### config.mk
export PLATFORM = sky130hd
export DESIGN_NAME = axis_deframer
export DESIGN_NICKNAME = d
export VERILOG_FILES = /design/src/rtl/axis_deframer.sv
export SDC_FILE = /design/constraint.sdc
export NUM_CORES = 1
export LEC_CHECK = 0
export ABC_AREA = 1
export CAP_MARGIN = 30
export CORE_MARGIN = 4
export CORE_UTILIZATION = 48
export DETAILED_ROUTE_END_ITERATION = 7
export PLACE_DENSITY = 0.82
export REMOVE_ABC_BUFFERS = 1
export SLEW_MARGIN = 20
export SYNTH_ARGS = -nofsm -noshare
export SYNTH_HDL_FRONTEND = slang
export SYNTH_SLANG_ARGS = --single-unit
### constraint.sdc
create_clock -name aclk -period 1.7 [get_ports aclk]
set_input_delay 0.255 -clock aclk [delete_from_list [all_inputs] [get_ports aclk]]
set_output_delay 0.255 -clock aclk [all_outputs]
set_load 0.01 [all_outputs]
### src/rtl/axis_deframer.sv
// Byte-stream deframer: strips START/STOP/ESCAPE framing from an AXI-Stream byte
// stream and emits payload bytes with tlast marking the final byte of each frame.
module axis_deframer #(
   parameter logic [7:0] START_BYTE  = 8'h7D,
   parameter logic [7:0] STOP_BYTE   = 8'h7E,
   parameter logic [7:0] ESCAPE_BYTE = 8'h7F,
   parameter logic [7:0] XOR_MASK    = 8'h00
) (
   input  logic       aclk,
   input  logic       aresetn,
   input  logic       target_tvalid,
   output logic       target_tready,
   input  logic [7:0] target_tdata,
   input  logic       target_tlast,
   output logic       initiator_tvalid,
   input  logic       initiator_tready,
   output logic [7:0] initiator_tdata,
   output logic       initiator_tlast,
   output logic       frame_error,
   output logic       in_frame
);

   // state    | meaning
   // IDLE     | outside a frame, bytes other than START are dropped
   // IN_FRAME | collecting payload, watching for ESCAPE/STOP/START
   // ESCAPED  | next byte is literal payload (XOR_MASK applied)
   typedef enum logic [1:0] {
      IDLE     = 2'd0,
      IN_FRAME = 2'd1,
      ESCAPED  = 2'd2
   } state_t;

   state_t     state_q, state_d;
   logic       hold_valid_q, hold_valid_d;
   logic [7:0] hold_data_q, hold_data_d;
   logic       out_valid_q, out_valid_d;
   logic [7:0] out_data_q, out_data_d;
   logic       out_last_q, out_last_d;
   logic       frame_error_q, frame_error_d;

   logic       accept;
   logic       is_payload;
   logic       is_close;
   logic [7:0] payload_byte;

   // Framing is in-band only, so the incoming tlast carries no meaning here.
   logic       unused_tlast;
   assign unused_tlast = target_tlast;

   assign target_tready = !out_valid_q || initiator_tready;
   assign accept        = target_tvalid && target_tready;

   always_comb begin
      state_d       = state_q;
      hold_valid_d  = hold_valid_q;
      hold_data_d   = hold_data_q;
      out_valid_d   = out_valid_q && !initiator_tready;
      out_data_d    = out_data_q;
      out_last_d    = out_last_q;
      frame_error_d = 1'b0;
      is_payload    = 1'b0;
      is_close      = 1'b0;
      payload_byte  = target_tdata;

      if (accept) begin
         case (state_q)
            IDLE: begin
               if (target_tdata == START_BYTE) state_d = IN_FRAME;
            end
            IN_FRAME: begin
               if (target_tdata == ESCAPE_BYTE) begin
                  state_d = ESCAPED;
               end else if (target_tdata == STOP_BYTE) begin
                  is_close = 1'b1;
                  state_d  = IDLE;
               end else if (target_tdata == START_BYTE) begin
                  // Unexpected START: close the open frame and begin a new one.
                  is_close      = 1'b1;
                  frame_error_d = 1'b1;
               end else begin
                  is_payload = 1'b1;
               end
            end
            ESCAPED: begin
               is_payload   = 1'b1;
               payload_byte = target_tdata ^ XOR_MASK;
               state_d      = IN_FRAME;
            end
            default: state_d = IDLE;
         endcase
      end

      // The hold byte is released only once we know whether it ends the frame.
      if (is_payload) begin
         if (hold_valid_q) begin
            out_valid_d = 1'b1;
            out_data_d  = hold_data_q;
            out_last_d  = 1'b0;
         end
         hold_valid_d = 1'b1;
         hold_data_d  = payload_byte;
      end

      if (is_close && hold_valid_q) begin
         out_valid_d  = 1'b1;
         out_data_d   = hold_data_q;
         out_last_d   = 1'b1;
         hold_valid_d = 1'b0;
      end
   end

   always_ff @(posedge aclk or negedge aresetn) begin
      if (!aresetn) begin
         state_q       <= IDLE;
         hold_valid_q  <= 1'b0;
         hold_data_q   <= 8'h00;
         out_valid_q   <= 1'b0;
         out_data_q    <= 8'h00;
         out_last_q    <= 1'b0;
         frame_error_q <= 1'b0;
      end else begin
         state_q       <= state_d;
         hold_valid_q  <= hold_valid_d;
         hold_data_q   <= hold_data_d;
         out_valid_q   <= out_valid_d;
         out_data_q    <= out_data_d;
         out_last_q    <= out_last_d;
         frame_error_q <= frame_error_d;
      end
   end

   assign initiator_tvalid = out_valid_q;
   assign initiator_tdata  = out_data_q;
   assign initiator_tlast  = out_last_q;
   assign frame_error      = frame_error_q;
   assign in_frame         = (state_q != IDLE);

endmodule

; ---- Yosys cells after proc, flatten, opt, wreduce, memory -nomap -nowiden
; Cells that the tools add are included.
; Widths: inputs -> output; s select.
[classes]
eq_ne = 7
muxes = 29
n_reduce_logical = 12
[ops]
columns = cell, count
row1 = $eq 8x7->1 const B, 3
row2 = $mux 8, 3
row3 = $mux 1, 21
row4 = $mux 2, 3
row5 = $pmux 2 s3, 1
row6 = $reduce_bool 2->1, 3
row7 = $logic_and 1x1->1, 3
row8 = $ne 3x3->1 const B, 1
row9 = $reduce_and 3->1, 1
row10 = $eq 2x1->1 const B, 1
row11 = $eq 2x2->1 const B, 1
row12 = $logic_not 1->1, 2
row13 = $logic_not 2->1, 1
row14 = $ne 2x2->1 const B, 1
row15 = $pmux 1 s2, 1
row16 = $reduce_and 2->1, 1
row17 = $logic_or 1x1->1, 1
[totals]
regBits = 22
inputBits = 13
out_inout_bits = 13
word_cells = 55

; ---- Logic depth before layout (Yosys ltp)
[logic_depth]
ltp_word = 9
ltp_mapped = 10
mapped_depth_nobuf = 10

; ---- Least setup slack after synthesis
; No wires, ideal clock.
[synth_path]
path_kind = register to register
from = reg state_q[0]
to = reg out_data_q[0], in the netlist initiator_tdata[0]
setup_ps = 116
t_arrival_ps = 1265
required_ps = 1584
setup_slack_ps = 318
stages_incl_launch_ff = 9
n_path_buf = 1
period_less_slack_ps = 1382
cell_sequence = dfrtp_1 inv_1 ha_1 inv_1 nor2_4 nand3_2 buf_6 nand3_2 nand2_1
[synth_via]
elab_chain_len = 6
elab_cells_between_ends = 11
cone_classes = 2 x eq/ne / 5 x mux / 4 x reduce/logical
[synth_rtl]
columns = element, line
row1 = "start, declared", 33  ; state_t state_q, state_d;
row2 = "start signal, assigned", 122  ; state_q <= state_d;
row3 = $eq 2x1->1, 66  ; case (state_q)
row4 = $mux 1, 66
row5 = $mux 1, 65  ; if (accept) begin
row6 = $logic_and 1x1->1, 104  ; if (is_close && hold_valid_q) begin
row7 = $reduce_bool 2->1 (no source line), -
row8 = $reduce_and 2->1 (no source line), -
row9 = "end signal, assigned", 126  ; out_data_q <= out_data_d;
row10 = "end, declared", 37  ; logic [7:0] out_data_q, out_data_d;
; Several ways; a longest one is shown, not always the timed one.
; A chain may end at the register's enable or synchronous reset.

; ---- Worst setup path after layout
[layout_path]
from = in initiator_tready
to = out target_tready
[layout_via]
elab_chain_len = 1
[layout_rtl]
columns = element, line
row1 = "start, declared", 16  ; input logic initiator_tready,
row2 = $logic_or 1x1->1, 50  ; assign target_tready = !out_valid_q || initiator_tready;
row3 = "end, declared", 12  ; output logic target_tready,
; Every way passes these cells.

==> flow_summary.toml <==
[status]
status = "finished clean"

[drt]
drt-pass1-iter-count = 4
wire_per_inst_um = 11.9
vias_per_cell = 4.93
first_iter_violations = 12
top_layer = "met4"
wl_met3_um = 85
drcViolationCount = 0
wirelength_met1_um = 872
wl_met2_um = 1210
ant_nets = 0
drt_wl_total_um = 2180
num_vias = 907

[setup_path]
r2r_end = "initiator_tdata[7]$_DFFE_PN0P_"
critical_path.reg2reg.startpoint = "state_q[0]$_DFFE_PN0P_"
critPathSlowestCell = "clkdlybuf4s50_1"
critical_path_class = "in -> out"
arrival_ps = 1380
path_delay_family = "buffers and inverters"
reg2reg_depth = 8
cp_max_fo = 3
crit_chain = "clkdlybuf4s50_1, inv_1, nand2_1, clkdlybuf4s50_1"
cp-start-kind = "input pin"
path_common_cell = "clkdlybuf4s50_1"
crit_path_end_kind = "output port"
critPathBufInv = 3
r2r_slack_ps = 260
cp.required_ps = 1440
cpPeakStageDelay_ps = 550

[synth]
synth.top_cell.area_share_pct = 49.7
synth_ff_type = "dfrtp_1"
synth_top_cell_by_area = "dfrtp_1"
ys_warn_count = 0
synth_common_cells = "nand2_1, dfrtp_1, inv_1"
synth_edf_count = 0
syn_avg_cell_area_um2 = 9.24
ys_seq_area_share_pct = 49.7
ys_ff_latch = 22
syn_inst = 120
synth_async_sr_flop_share_pct = 100
synth_area_leaders = "dfrtp_1, nand2_1, nand3_2"
synth_cell_type_count = 19
syn_area_mm2 = 0.00111
synth.most_common_cell = "nand2_1"

[floorplan]
io_pins = 26
die_h_um = 56.1
start_util_pct = 50.1
coreArea_mm2 = 0.00221
die_w_um = 56.1
rows = 17
dieArea_mm2 = 0.00314

[timing]
fin_tns_setup_ps = 0
worstMarginPinSlew_ps = 278
skew_ps = 1.66
slew_violations = 0
fin_crit_sh_pct = 96.2
setup_viol = 0
hold_viol_final = 0
slew-limit-headroom_pct = 81.4
max_freq_ghz = 0.611
min_period_ps = 1640
rsz0062_at_grt = "no"

[worst_hold_path]
hold_class = "in -> async"

[run]
cap_violations = 0

[clocking]
numCtsBuffers = 3
cts_max_path_buffers = 2
numClockSinks = 22
path_clk_slew_ps = 110
cts-root-buf = "clkbuf_4"
clk_latency_ps = 280
htreeDepth = 1
cts-hold-fix-buffers = 0
tritoncts = "done"

[pwr]
p_seq_share_pct = 43.3
pwr-share-comb_pct = 45.7
p_int_w = 0.00127
leakage_nw = 0.753
powerDensity_mw_per_mm2 = 1340
p_sw_w = 0.000692
irDropWorstVdd_mv = 0.764
clkPwrFrac_pct = 11.0
switching_share_pct = 35.3

[global_routing]
grt_max_degree = 23
grt_antenna_before_repair = 0
track_usage_pct = 16.0
grt_pass1_wl_um = 4090
first_global_vias = 984
grt-ovfl-total = 0

[cells_and_area]
drive_above_1_share_pct = 21.2
diodes = 0
area.growth.synth_to_final_pct = 31.8
utilization_pct = 66.1
n_fill_cell = 190
fin_nets = 175

[placed_design]
hpwl_um = 1750
portBuffers = 24
gp_congestion = 0.792
[final cells by class]
| cell class | count | area [um^2] | share of cell area [%] |
|---|---|---|---|
| clock buffer | 3 | 22.5 | 1.54 |
| inverter | 13 | 48.8 | 3.34 |
| multi-input combinational | 82 | 475 | 32.5 |
| sequential | 22 | 551 | 37.7 |
| tap | 28 | 35.0 | 2.40 |
| timing repair buffer | 36 | 329 | 22.5 |
[registers in the layout, summed over array words and instances, names as in the netlist]
| name | cells |
|---|---|
| initiator_tvalid | 1 |
| frame_error | 1 |
| initiator_tdata | 8 |
| initiator_tlast | 1 |
| state_q | 2 |
| hold_valid_q | 1 |
| hold_data_q | 8 |
[timing repair]
action / 4_1_cts / 5_1_grt
setup buffers: 2 / 0
gates resized for setup: 1 / 0
setup endpoints to repair: 1 / 0
[how the worst max path moves through the flow]
| stage | from | endpoint | cells past startpoint |
|---|---|---|---|
| after floorplan | state_q[0]$_DFFE_PN0P_ | initiator_tdata[0]$_DFFE_PN0P_ | 8 |
| after global placement | target_tdata[5] | initiator_tdata[6]$_DFFE_PN0P_ | 9 |
| after detailed placement | target_tdata[5] | initiator_tdata[7]$_DFFE_PN0P_ | 9 |
| after CTS | initiator_tready | target_tready | 4 |
| after global routing | initiator_tready | target_tready | 4 |
| final | initiator_tready | target_tready | 4 |
[cells in the final DEF (no fill, tap or decap)]
cell             count
nand2_1             41
clkdlybuf4s50_1     23
dfrtp_1             22
inv_1               12
buf_4               12
nand3_2              9
nand3_1              7
o21ai_1              5
nand2_2              4
ha_1                 4
nand4_1              3
clkbuf_4             3
nor2_4               2
inv_2                1
o211ai_1             1
nand2_4              1
nand4_2              1
nor2_1               1
a21boi_0             1
o21bai_1             1
a21oi_1              1
dlygate4sd2_1        1
[power groups by stage]
stage / clock network (W) / logic [W] / registers, W
6_report: 0.000216 / 0.000896 / 0.000848
5_1_grt: 0.000254 / 0.00101 / 0.000876
4_1_cts: 0.000226 / 0.000906 / 0.000851
3_5_place_dp: 0 / 0.000886 / 0.000871
3_3_place_gp: 0 / 0.000854 / 0.000851
2_1_floorplan: 0 / 0.000429 / 0.000895
[cell families after synthesis]
kind of cell               Yosys count  share of synthesized area [%]
and+or+nand+nor                     69                           33.6
DFF                                 22                           49.7
buffers and inverters               16                           7.45
AOI/OAI and AO/OA                    9                           4.74
adders and majority gates            4                           4.51
[per-layer routing]
| layer | track usage (%) | vias up |
|---|---|---|
| li1 | - | 453 |
| met1 | 18.5 | 438 |
| met2 | 30.7 | 14 |
| met3 | 2.32 | 2 |
| met4 | 3.05 | 0 |
| met5 | 0 | - |
[metrics by stage]
| step | setup slack (ps) | instances | hold slack, ps | total power [W] | instance area (um^2) |
|---|---|---|---|---|---|
| finish | 64.2 | 184 | 302 | 0.00196 | 1460 |
| global route | 8.45 | 184 | 314 | 0.00214 | 1460 |
| CTS | 54.4 | 184 | 305 | 0.00198 | 1460 |
| detailed placement | -73.4 | 179 | 460 | 0.00176 | 1430 |
| global placement | -42.4 | 179 | 453 | 0.00170 | 1430 |
| floorplan | 165 | 117 | -40.6 | 0.00132 | 1070 |
Note: power is estimated with default switching activity, not from simulation.
